===== config.mk =====
export PLATFORM = sky130hd
export DESIGN_NAME = lsu_pipelined
export DESIGN_NICKNAME = d
export VERILOG_FILES = /design/src/rtl/lsu_pipelined.sv
export SDC_FILE = /design/constraint.sdc
export NUM_CORES = 1
export LEC_CHECK = 0
export ABC_AREA = 1
export CAP_MARGIN = 20
export CORE_ASPECT_RATIO = 1.4
export CORE_MARGIN = 1
export CORE_UTILIZATION = 54
export CTS_BUF_LIST = sky130_fd_sc_hd__clkbuf_16
export CTS_CLUSTER_DIAMETER = 100
export DETAILED_ROUTE_END_ITERATION = 16
export HOLD_SLACK_MARGIN = 0.08
export PLACE_DENSITY = 0.87
export SYNTH_ARGS = -nofsm -noshare
export SYNTH_HDL_FRONTEND = slang
export SYNTH_SLANG_ARGS = --single-unit

===== constraint.sdc =====
create_clock -name clk -period 3.5 [get_ports clk]
set_input_delay 0.7 -clock clk [delete_from_list [all_inputs] [get_ports clk]]
set_output_delay 0.7 -clock clk [all_outputs]
set_load 0.005 [all_outputs]

===== src/rtl/lsu_pipelined.sv =====
// Load/store unit for the MEM stage: one access per handshake, word-addressed memory port with
// grant/rvalid handshake, byte strobes, load extension and optional two-word misaligned split.
module lsu_pipelined #(
  parameter int ADDR_W         = 7,
  parameter bit MISALIGN_SPLIT = 1'b1
) (
  input  logic              clk,
  input  logic              rst,
  input  logic              req_valid,
  output logic              req_ready,
  input  logic              req_we,
  input  logic [2:0]        req_fun3,
  input  logic [31:0]       req_addr,
  input  logic [31:0]       req_wdata,
  input  logic [4:0]        req_rd,
  output logic              rsp_valid,
  output logic [31:0]       rsp_rdata,
  output logic [4:0]        rsp_rd,
  output logic              rsp_err,
  output logic              stall,
  output logic              mem_req,
  output logic              mem_we,
  output logic [ADDR_W-1:0] mem_addr,
  output logic [31:0]       mem_wdata,
  output logic [3:0]        mem_wstrb,
  input  logic              mem_gnt,
  input  logic              mem_rvalid,
  input  logic [31:0]       mem_rdata
);

  // States: IDLE accept | REQ0/REQ1 word request until gnt | WAIT0/WAIT1 await rvalid |
  //         RESP one-cycle completion pulse
  typedef enum logic [2:0] {
    S_IDLE, S_REQ0, S_WAIT0, S_REQ1, S_WAIT1, S_RESP
  } state_t;

  state_t            state_q, state_d;
  logic              we_q, we_d;
  logic [2:0]        fun3_q, fun3_d;
  logic [1:0]        off_q, off_d;
  logic              cross_q, cross_d;
  logic              err_q, err_d;
  logic [4:0]        rd_q, rd_d;
  logic [ADDR_W-1:0] addr_q, addr_d;
  logic [7:0]        strb_q, strb_d;
  logic [63:0]       wdata_q, wdata_d;
  logic [31:0]       word0_q, word0_d;
  logic [31:0]       word1_q, word1_d;

  logic [1:0] in_off;
  logic [3:0] in_mask;
  logic [2:0] in_bytes;
  logic       in_illegal;
  logic       in_cross;

  always_comb begin
    in_off   = req_addr[1:0];
    in_mask  = 4'b0001;
    in_bytes = 3'd1;
    case (req_fun3[1:0])
      2'b01:   begin in_mask = 4'b0011; in_bytes = 3'd2; end
      2'b10:   begin in_mask = 4'b1111; in_bytes = 3'd4; end
      default: ;
    endcase
    // unsigned variants exist only for loads
    in_illegal = (req_fun3[1:0] == 2'b11) || (req_fun3 == 3'b110) || (req_fun3[2] && req_we);
    in_cross   = ({1'b0, in_off} + in_bytes) > 3'd4;
  end

  always_comb begin
    state_d = state_q;
    we_d    = we_q;
    fun3_d  = fun3_q;
    off_d   = off_q;
    cross_d = cross_q;
    err_d   = err_q;
    rd_d    = rd_q;
    addr_d  = addr_q;
    strb_d  = strb_q;
    wdata_d = wdata_q;
    word0_d = word0_q;
    word1_d = word1_q;
    case (state_q)
      S_IDLE: begin
        if (req_valid) begin
          we_d    = req_we;
          fun3_d  = req_fun3;
          off_d   = in_off;
          rd_d    = req_rd;
          addr_d  = req_addr[ADDR_W+1:2];
          strb_d  = {4'b0000, in_mask} << in_off;
          wdata_d = {32'h0, req_wdata} << {in_off, 3'b000};
          cross_d = in_cross;
          word0_d = '0;
          word1_d = '0;
          if (in_illegal || (in_cross && !MISALIGN_SPLIT)) begin
            err_d   = 1'b1;
            state_d = S_RESP;
          end else begin
            err_d   = 1'b0;
            state_d = S_REQ0;
          end
        end
      end
      S_REQ0: begin
        if (mem_gnt) begin
          if (we_q) state_d = cross_q ? S_REQ1 : S_RESP;
          else      state_d = S_WAIT0;
        end
      end
      S_WAIT0: begin
        if (mem_rvalid) begin
          word0_d = mem_rdata;
          state_d = cross_q ? S_REQ1 : S_RESP;
        end
      end
      S_REQ1: begin
        if (mem_gnt) state_d = we_q ? S_RESP : S_WAIT1;
      end
      S_WAIT1: begin
        if (mem_rvalid) begin
          word1_d = mem_rdata;
          state_d = S_RESP;
        end
      end
      S_RESP:  state_d = S_IDLE;
      default: state_d = S_IDLE;
    endcase
  end

  always_ff @(posedge clk) begin
    if (rst) begin
      state_q <= S_IDLE;
      we_q    <= 1'b0;
      fun3_q  <= 3'b000;
      off_q   <= 2'b00;
      cross_q <= 1'b0;
      err_q   <= 1'b0;
      rd_q    <= 5'd0;
      addr_q  <= '0;
      strb_q  <= 8'h00;
      wdata_q <= 64'h0;
      word0_q <= 32'h0;
      word1_q <= 32'h0;
    end else begin
      state_q <= state_d;
      we_q    <= we_d;
      fun3_q  <= fun3_d;
      off_q   <= off_d;
      cross_q <= cross_d;
      err_q   <= err_d;
      rd_q    <= rd_d;
      addr_q  <= addr_d;
      strb_q  <= strb_d;
      wdata_q <= wdata_d;
      word0_q <= word0_d;
      word1_q <= word1_d;
    end
  end

  logic in_req1;
  assign in_req1   = (state_q == S_REQ1);
  assign mem_req   = (state_q == S_REQ0) || in_req1;
  assign mem_we    = mem_req && we_q;
  // second word wraps at the top of the word-address space
  assign mem_addr  = mem_req ? (in_req1 ? addr_q + ADDR_W'(1) : addr_q) : '0;
  assign mem_wdata = mem_req ? (in_req1 ? wdata_q[63:32] : wdata_q[31:0]) : 32'h0;
  assign mem_wstrb = mem_req ? (in_req1 ? strb_q[7:4] : strb_q[3:0]) : 4'h0;

  assign req_ready = (state_q == S_IDLE);
  assign rsp_valid = (state_q == S_RESP);
  assign rsp_err   = rsp_valid && err_q;
  assign rsp_rd    = rd_q;
  assign stall     = (state_q != S_IDLE && state_q != S_RESP) || (state_q == S_IDLE && req_valid);

  logic [63:0] ld_cat;
  logic [31:0] ld_sh;
  logic [31:0] ld_ext;

  always_comb begin
    ld_cat = {word1_q, word0_q} >> {off_q, 3'b000};
    ld_sh  = ld_cat[31:0];
    case (fun3_q)
      3'b000:  ld_ext = {{24{ld_sh[7]}}, ld_sh[7:0]};
      3'b001:  ld_ext = {{16{ld_sh[15]}}, ld_sh[15:0]};
      3'b100:  ld_ext = {24'h0, ld_sh[7:0]};
      3'b101:  ld_ext = {16'h0, ld_sh[15:0]};
      default: ld_ext = ld_sh;
    endcase
  end

  assign rsp_rdata = (rsp_valid && !we_q && !err_q) ? ld_ext : 32'h0;

  logic unused_bits;
  assign unused_bits = ^{req_addr[31:ADDR_W+2], ld_cat[63:32]};

endmodule


==> results of run 1 <==
cells in the mapped netlist (all sizes together):
| cell type | n |
|---|---|
| ha | 7 |
| a31oi | 7 |
| nand3 | 123 |
| clkbuf | 38 |
| clkinv | 1 |
| nand2 | 304 |
| nor2 | 121 |
| o21ai | 144 |
| inv | 101 |
| nand4 | 1 |
| dfxtp | 142 |
| buf | 50 |
| o211ai | 11 |
| fa | 1 |
| a21oi | 156 |
| nor3 | 4 |
| o22ai | 1 |
power by group through the flow:
stage | Clock [mW] | Sequential [mW] | Combinational [mW]
2_1_floorplan | 0 | 2.11 | 1.60
3_3_place_gp | 0 | 2.15 | 2.25
3_5_place_dp | 0 | 2.17 | 2.29
4_1_cts | 1.88 | 2.14 | 2.31
5_1_grt | 1.94 | 2.18 | 2.59
6_report | 1.88 | 2.15 | 2.35
cell usage in the layout (no fill, tap or decap), types with 5 or more instances in the layout:
| cell type | count |
|---|---|
| clkdlybuf4s50_1 | 171 |
| o21ai_1 | 20 |
| inv_6 | 8 |
| a21oi_1 | 156 |
| nand2_1 | 299 |
| inv_2 | 6 |
| dfxtp_1 | 142 |
| inv_1 | 94 |
| clkbuf_16 | 17 |
| buf_4 | 24 |
| nand3_1 | 118 |
| o211ai_1 | 11 |
| a31oi_1 | 7 |
| ha_1 | 7 |
| o21ai_0 | 123 |
| nor2_1 | 112 |
| nand3_2 | 5 |
per-stage QoR:
step           total power, mW  instance area [um^2]
2_1_floorplan            3.706                  7776
3_3_place_gp             4.407                  9483
3_5_place_dp             4.457                  9483
4_1_cts                  6.329                 10080
5_1_grt                  6.714                 10090
6_report                 6.377                 10090
registers in the layout, indices dropped and copies added, names as in the netlist, 2 cells and up:
register / cells
wdata_q: 56
word0_q: 32
word1_q: 24
addr_q: 7
strb_q: 7
rsp_rd: 5
fun3_q: 3
state_q: 3
off_q: 2
critical path: stages, from the launching register on:
cell,delay (ps)
dfxtp_1,450
nand3_1,160
inv_2,100
nand3_2,230
inv_2,340
o21ai_0,140
a31oi_1,230
clkdlybuf4s50_1,550
metal layers:
metal	share of wire (%)	vias up
li1	-	4209
met1	35	4004
met2	50	501
met3	7.2	130
met4	7.6	0
met5	0	-
how the worst max path moves through the flow:
stage	startpoint	endpoint	slack, ps	cells after the start
5_1_grt	off_q[1]	rsp_rdata[20]	30	7
3_3_place_gp	state_q[0]	rsp_rdata[1]	670	7
2_1_floorplan	req_fun3[0]	cross_q	1440	8
4_1_cts	off_q[0]	rsp_rdata[17]	170	8
3_5_place_dp	off_q[0]	rsp_rdata[17]	630	8
6_report	state_q[0]	rsp_rdata[5]	180	7
timing repair:
| item | 4_1_cts | 5_1_grt |
|---|---|---|
| endpoints found under the setup margin | 0 | 7 |
| resized for setup | 0 | 1 |
| setup buffers | 0 | 1 |
logic make-up (layout without fill, tap and decap cells):
family	Yosys count	count (layout)	synth area share (%)
flops	142	142	36.56
simple gates	553	553	30.65
fa+ha+maj	8	8	1.384
compound gates	319	319	21.16
buf+inv	190	330	10.25
cell type report:
class | instances | area, um^2 | area share, %
multi-input cells | 880 | 4136 | 40.99
flip-flops and latches | 142 | 2843 | 28.17
repair buffers | 196 | 1897 | 18.79
clock buffers | 17 | 425.4 | 4.215
inverters | 102 | 386.6 | 3.831
well taps | 185 | 231.5 | 2.294
clock inverters | 15 | 172.7 | 1.711
==> summary.md, run 1 <==
| Metric | Value |
|---|---|
| Congestion Overflow GR | 0 |
| Clk pin slew, worst setup/hold paths | 70 ps |
| Grt met1 use | 39.66% |
| DRT Pass-1 Iters | 6 |
| Leading post-synthesis cells by cell area | dfxtp_1, nand2_1, a21oi_1 |
| Seq pwr share | 33.6% |
| Die Area | 0.01489 mm^2 |
| CTS Buf Count | 17 |
| Total wire length | 25.86 mm |
| Chip height | 144.0 um |
| Total Routing Usage GR | 35.55% |
| Dpl hpwl | 17.67 mm |
| CP Max Fanout | 18 |
| Slew Limit Fails | 0 |
| Area Overhead vs Synth | 29.78% |
| P per Cell Area | 631.9 mW/mm^2 |
| Placed cell count | 1504 |
| Tcrit/Tclk final | 94.82% |
| Final Worst Setup Slack | 181.2 ps |
| Filler instances | 1164 |
| CTS Hold Buffers Added | 0 |
| CTS tree | yes |
| Critical setup path kind | reg -> out |
| FMAX | 0.3013 GHz |
| Worst Hold Depth | 2 |
| Final core utilization | 72.22% |
| Worst-margin pin slew | 1101 ps |
| Sequential area share after synthesis | 36.56% |
| Post-synthesis register bit count | 142 |
| Post-route ant nets | 0 |
| Met3 Track Usage GR | 5.607% |
| Initial antenna violation count | 0 |
| Maximum buffer depth of the clock tree | 2 |
| Initial DRC count | 701 |
| Largest net degree at the start of global routing | 102 |
| Startpoint types | flip-flop |
| CTS H-tree lvls | 4 |
| Source of the worst hold timing path | wdata_q[10] |
| Endpoint, Worst Hold | wdata_q[10] |
| Dpl ws | 628.1 ps |
| Most used routing layer in global routing | met2 |
| Share of the synthesized area in the top cell type | 36.56% |
| NetSw | 2.545 mW |
| Cells on worst reg2reg path | 8 |
| Avg WL per Cell | 16.82 um |
| Fin. Hold Viols | 0 |
| Global-route wire length before repair | 40.10 mm |
| Residual DRC | 0 |
| CTS Root Cell | clkbuf_16 |
| Met2 GRT Util | 59.95% |
| Setup TNS | 0 ps |
| Final Skew | 11.31 ps |
| Largest area contributor in the netlist | dfxtp_1 |
| RSZ-0062 raised after global routing | no |
| Int Pwr | 3.833 mW |
| Clk sink count | 142 |
| Peak supply drop | 0.0004458 V |
| Setup violations, final | 0 |
| CORE AREA | 0.01397 mm^2 |
| Final Net Count | 1457 |
| Status | completed |
| FF-to-FF setup slack | 1330 ps |
| IO Port Bufs | 172 |
| Worst Setup End Kind | output pin |
| Final Wtd Congestion | 0.9672 |
| Post-layout min period | 3319 ps |
| Hold/Removal Path Class | reg -> reg |
| Avg Inst Size Synth | 6.416 um^2 |
| Ys Warns | 0 |
| Die W | 103.4 um |
| Filler-free cell count of the finished design | 1537 |
| Max_slew headroom | 26.62% |
| I/O pin count | 196 |
| WP data arrival | 2620 ps |
| Fraction of layout cells with a size suffix above 1 | 6.287% |
| Logic pwr share | 36.9% |
| Lkg Pwr | 3.959 nW |
| Worst Path Required | 2800 ps |
| Switching Share | 39.90% |
| FF-to-FF End | wdata_q[48] |
| ANT cells | 0 |
| Initial Util | 55.65% |
| Via count | 8844 |
| Via density | 5.754 |
| Cells after synthesis | 1212 |
| Reg-to-reg critical path startpoint | state_q[1] |
| Syn_nets | 1330 |
| Worst-Skew Late Latency | 420 ps |
| Syn Std Cell Area | 0.007776 mm^2 |
| Row cnt | 51 |
| Number of global-route vias before repair | 8023 |
| Cell variety after synth | 32 |
| Hold WS | 451.0 ps |
| Maxcap violations | 0 |
| Clk pwr share | 29.5% |
(Power assumes the default switching activity.)
==> inputs of run 2 (changes only) <==
SKIP_CTS_REPAIR_TIMING = 1   (was default)
TNS_END_PERCENT = 10   (was default)
==> results of run 2 <==
The final DEF is identical to that of run 1; final timing and power are the same.
